===== src/rtl/io_clock_enables.sv =====
// rtl/io_clock_enables.sv - CPU, colour-clock and E-clock enable generator
// All outputs are registered from next-state decode so consumers see glitch-free enables on CLK.
module io_clock_enables #(
  parameter int CPU_DIV = 4
) (
  input  logic        CLK,
  input  logic        RESET_N,
  input  logic        SYNC,
  output logic        CPU_EN,
  output logic        CCK,
  output logic        CCK_EN,
  output logic        ECLK,
  output logic        E_RISE_EN,
  output logic        E_FALL_EN,
  output logic [15:0] CCK_COUNT
);

  localparam int PW = $clog2(2 * CPU_DIV);
  localparam logic [PW-1:0] PH_CPU  = PW'(CPU_DIV - 1);
  localparam logic [PW-1:0] PH_HALF = PW'(CPU_DIV);
  localparam logic [PW-1:0] PH_LAST = PW'(2 * CPU_DIV - 1);
  localparam logic [3:0]    E_RISE  = 4'd6;
  localparam logic [3:0]    E_LAST  = 4'd9;

  logic [PW-1:0] phase_q, phase_d;
  logic [3:0]    ecnt_q, ecnt_d;
  logic [15:0]   cck_count_q, cck_count_d;
  logic          cpu_en_q, cpu_en_d;
  logic          cck_q, cck_d;
  logic          cck_en_q, cck_en_d;
  logic          eclk_q, eclk_d;
  logic          e_rise_en_q, e_rise_en_d;
  logic          e_fall_en_q, e_fall_en_d;

  always_comb begin
    phase_d     = (phase_q == PH_LAST) ? '0 : phase_q + 1'b1;
    ecnt_d      = ecnt_q;
    cck_count_d = cck_count_q;
    if (cpu_en_q) begin
      ecnt_d = (ecnt_q == E_LAST) ? 4'd0 : ecnt_q + 4'd1;
    end
    if (cck_en_q) begin
      cck_count_d = cck_count_q + 16'd1;
    end
    // SYNC restarts the phase but must not eat or fake a colour-clock count
    if (SYNC) begin
      phase_d     = '0;
      ecnt_d      = 4'd0;
      cck_count_d = cck_count_q;
    end

    cpu_en_d    = !SYNC && ((phase_d == PH_CPU) || (phase_d == PH_LAST));
    cck_en_d    = !SYNC && (phase_d == PH_LAST);
    cck_d       = (phase_d < PH_HALF);
    eclk_d      = (ecnt_d >= E_RISE);
    e_rise_en_d = !SYNC && (ecnt_q == 4'd5) && (ecnt_d == E_RISE);
    e_fall_en_d = !SYNC && (ecnt_q == E_LAST) && (ecnt_d == 4'd0);
  end

  always_ff @(posedge CLK or negedge RESET_N) begin
    if (!RESET_N) begin
      phase_q     <= '0;
      ecnt_q      <= 4'd0;
      cck_count_q <= 16'd0;
      cpu_en_q    <= 1'b0;
      cck_q       <= 1'b1;
      cck_en_q    <= 1'b0;
      eclk_q      <= 1'b0;
      e_rise_en_q <= 1'b0;
      e_fall_en_q <= 1'b0;
    end else begin
      phase_q     <= phase_d;
      ecnt_q      <= ecnt_d;
      cck_count_q <= cck_count_d;
      cpu_en_q    <= cpu_en_d;
      cck_q       <= cck_d;
      cck_en_q    <= cck_en_d;
      eclk_q      <= eclk_d;
      e_rise_en_q <= e_rise_en_d;
      e_fall_en_q <= e_fall_en_d;
    end
  end

  assign CPU_EN    = cpu_en_q;
  assign CCK       = cck_q;
  assign CCK_EN    = cck_en_q;
  assign ECLK      = eclk_q;
  assign E_RISE_EN = e_rise_en_q;
  assign E_FALL_EN = e_fall_en_q;
  assign CCK_COUNT = cck_count_q;

endmodule


===== config.mk =====
export PLATFORM = sky130hd
export DESIGN_NAME = io_clock_enables
export DESIGN_NICKNAME = d
export VERILOG_FILES = /design/src/rtl/io_clock_enables.sv
export SDC_FILE = /design/constraint.sdc
export NUM_CORES = 1
export LEC_CHECK = 0
export BUFFER_PORTS_ARGS = -buffer_cell sky130_fd_sc_hd__buf_2
export CORE_MARGIN = 2
export CORE_UTILIZATION = 56
export CTS_CLUSTER_SIZE = 28
export DETAILED_ROUTE_END_ITERATION = 10
export HOLD_SLACK_MARGIN = 0.03
export PLACE_DENSITY = 0.86
export SYNTH_ARGS = -nofsm -noshare
export SYNTH_HDL_FRONTEND = slang
export SYNTH_SLANG_ARGS = --single-unit
export TNS_END_PERCENT = 20

===== constraint.sdc =====
create_clock -name CLK -period 2.7 [get_ports CLK]
set_input_delay 0 -clock CLK [delete_from_list [all_inputs] [get_ports CLK]]
set_output_delay 0 -clock CLK [all_outputs]
set_load 0.02 [all_outputs]

==> flow_metrics.tcl <==
set metrics [dict create \
    grt_pass1_wl_mm 3.650 \
    grt_max_degree 30 \
    outcome "completed" \
    coreArea_um2 2022 \
    crit_fanout 4 \
    power.static_leakage_nw 0.7409 \
    ys_seq_area_frac 0.5910 \
    drc_errors 0 \
    die_width_um 50.87 \
    min_period_ns 1.440 \
    ys_ff_latch 29 \
    drv_cap 0 \
    crit_path_cell_trace "ha_1 > nand4b_1 > nor3_2 > nand3_1 > xnor2_1" \
    place_congestion 0.7706 \
    setup-violations-final 0 \
    worst_ep_required_time_ns 2.90 \
    ant_nets 0 \
    place_hpwl_mm 1.518 \
    fin_total_pwr_mw 0.7755 \
    drtIter0Drc 13 \
    clkSinkCount 29 \
    clk_latency_ns 0.32 \
    hp-class "in -> async" \
    r2r-end "CCK_COUNT[12]" \
    slew_violations 0 \
    die_y_um 50.87 \
    cpPeakStageDelay_ns 0.42 \
    clk_pin_slew_ns 0.09 \
    cts_resized 0 \
    dp_cells 151 \
    grtUsageTotal 0.1968 \
    ctsHtreeMaxLevel 2 \
    antennaDiodeCount 0 \
    drt-total-wl_mm 2.068 \
    fin_skew_ns 0.01167 \
    worstMarginPinSlew_ns 0.6015 \
    cp-startpoint "CCK_COUNT[0]" \
    rows 16 \
    tns_ns 0 \
    rsz0062_at_grt "false" \
    stdcell_count 161 \
    cp-end-kind "register" \
    design_area_um2 1446 \
    clockBufferDepth 2 \
    critical_path_class "reg -> reg" \
    io_buffers 24 \
    synthTopCellsByArea "dfrtp_1 (57%), xnor2_1 (9.3%), nand3_1 (4.1%), ha_1 (3.1%), xor2_1 (2.8%)" \
    r2r_cells 5 \
    ctsRootBufferMaster "clkbuf_4" \
    detail_route.wl_per_cell_um 12.84 \
    yosysWarnings 0 \
    ioPinCount 25 \
    synth.cell_area_um2 1230 \
    reg2reg_slack_ns 1.26 \
    dpl-instance-area_um2 1368 \
    cts_buffers 5 \
    r2r_start "CCK_COUNT[0]" \
    antenna_found_initial 0 \
    synth_cells 103 \
    fin_nets 139 \
    syn_to_final_growth_pct 17.60 \
    arrival_ns 1.64 \
    vias 860 \
    synth_top_area_cell "dfrtp_1" \
    p_per_area_nw_per_um2 536.2 \
    yosysTopAreaCellShare 0.5697 \
    ir_worst_vdd_mv 0.3689 \
    grt_pass1_vias 825 \
    maxSlewHeadroom 0.5990 \
    cts_tree "done" \
    start_util 0.6083 \
    critPathLaunchType "register" \
    ys_types 29 \
    worst_path_max_delay_cell "dfrtp_1" \
    dieArea_um2 2587 \
    grt-ovfl-total 0 \
    synth_nets 109 \
    layout-drive-gt1-share 0.2612 \
    fmax_mhz 694.5 \
    hold_viol_final 0 \
    dr.pass1.iters 4 \
    viasPerCell 5.342 \
    syn_area_per_cell_um2 11.94 \
    finalCritPeriodShare 0.5333 \
]
synthesized netlist by cell type, drive strengths merged:
cell    count
clkbuf      1
nand3      10
nor4b       1
nor2b       4
ha          3
inv         1
mux2        1
a311oi      1
and2        1
nor3        3
and3        4
and4        2
dfstp       1
xor2        4
nand2b      3
nand2       4
nor4        1
nand4       3
buf         2
nand4b      1
a21oi       3
xnor2      13
nor2        5
o21ai       3
dfrtp      28
worst max path at each step:
| stage | to | slack, ns |
|---|---|---|
| final | CCK_COUNT[12] | 1.26 |
| after global routing | CCK_COUNT[12] | 1.13 |
| after CTS | CCK_COUNT[12] | 1.24 |
| after detailed placement | CCK_COUNT[12] | 1.27 |
| after global placement | CCK_COUNT[14] | 1.34 |
| after floorplan | CCK_COUNT[12] | 1.27 |
registers in the layout, indices dropped and copies added (netlist names):
| name | count |
|---|---|
| CCK | 1 |
| CCK_COUNT | 16 |
| CCK_EN | 1 |
| CPU_EN | 1 |
| ECLK | 1 |
| E_FALL_EN | 1 |
| E_RISE_EN | 1 |
| ecnt_q | 4 |
| phase_q | 3 |
layout make-up:
class,count,area (um^2)
tap,27,33.78
sequential,29,726.9
clock buffer,8,58.81
inverter,1,3.754
timing repair buffer,26,140.1
fill,162,575.6
multi-input combinational,70,483.0
stage by stage:
stage	setup slack [ns]	hold slack, ns	utilization
after global routing	1.131	0.2788	0.7153
after detailed placement	1.270	0.04257	0.6764
after global placement	1.337	0.04010	0.6764
after floorplan	1.272	-0.2956	-
final	1.260	0.2252	0.7153
after CTS	1.236	0.2255	0.7153
layout by cell type, fill, tap and decap left out, drive strengths merged, types with 2 or more instances in the layout:
cell / netlist / final
a21oi: 3 / 3
and3: 4 / 4
and4: 2 / 2
buf: 2 / 24
clkbuf: 1 / 8
dfrtp: 28 / 28
dlygate4sd3: 0 / 2
ha: 3 / 3
nand2: 4 / 4
nand2b: 3 / 3
nand3: 10 / 10
nand4: 3 / 3
nor2: 5 / 5
nor2b: 4 / 4
nor3: 3 / 3
o21ai: 3 / 3
xnor2: 13 / 13
xor2: 4 / 4
critical path: cells and delay by family, from the launching register on:
kind / cells / cell delay (ns)
xor+xnor: 1 / 0.14
simple gates: 3 / 0.55
fa+ha+maj: 1 / 0.20
flops: 1 / 0.42
what timing repair did:
action,4_1_cts,5_1_grt
endpoints found under the hold margin,34,0
setup endpoints to repair,0,0
hold buffers,2,0
buffers inserted,0,0
logic make-up (layout without fill, tap and decap cells):
kind of cell / count (synthesis) / count (layout) / share of synthesized area
AO/OA/AOI/OAI: 7 / 7 / 0.03153
flip-flops: 29 / 29 / 0.5911
multiplexers: 1 / 1 / 0.009155
buffers and inverters: 4 / 35 / 0.01627
adder cells (fa/ha/maj): 3 / 3 / 0.03052
AND/OR/NAND/NOR: 42 / 42 / 0.2004
XOR/XNOR: 17 / 17 / 0.1211
where the power goes:
part | switching [mW] | total [mW] | leakage (nW) | internal, mW
Clock | 0.132 | 0.260 | 0.0326 | 0.128
Combinational | 0.0336 | 0.0536 | 0.311 | 0.0201
Sequential | 0.0136 | 0.462 | 0.398 | 0.448
Total | 0.179 | 0.776 | 0.741 | 0.597
per-layer routing:
layer	GRT usage	share of wire
met5	0	0
met3	0.05263	0.053
met4	0.09459	0.019
met1	0.2224	0.42
met2	0.3443	0.50
Power figures use the tool's default switching activity.
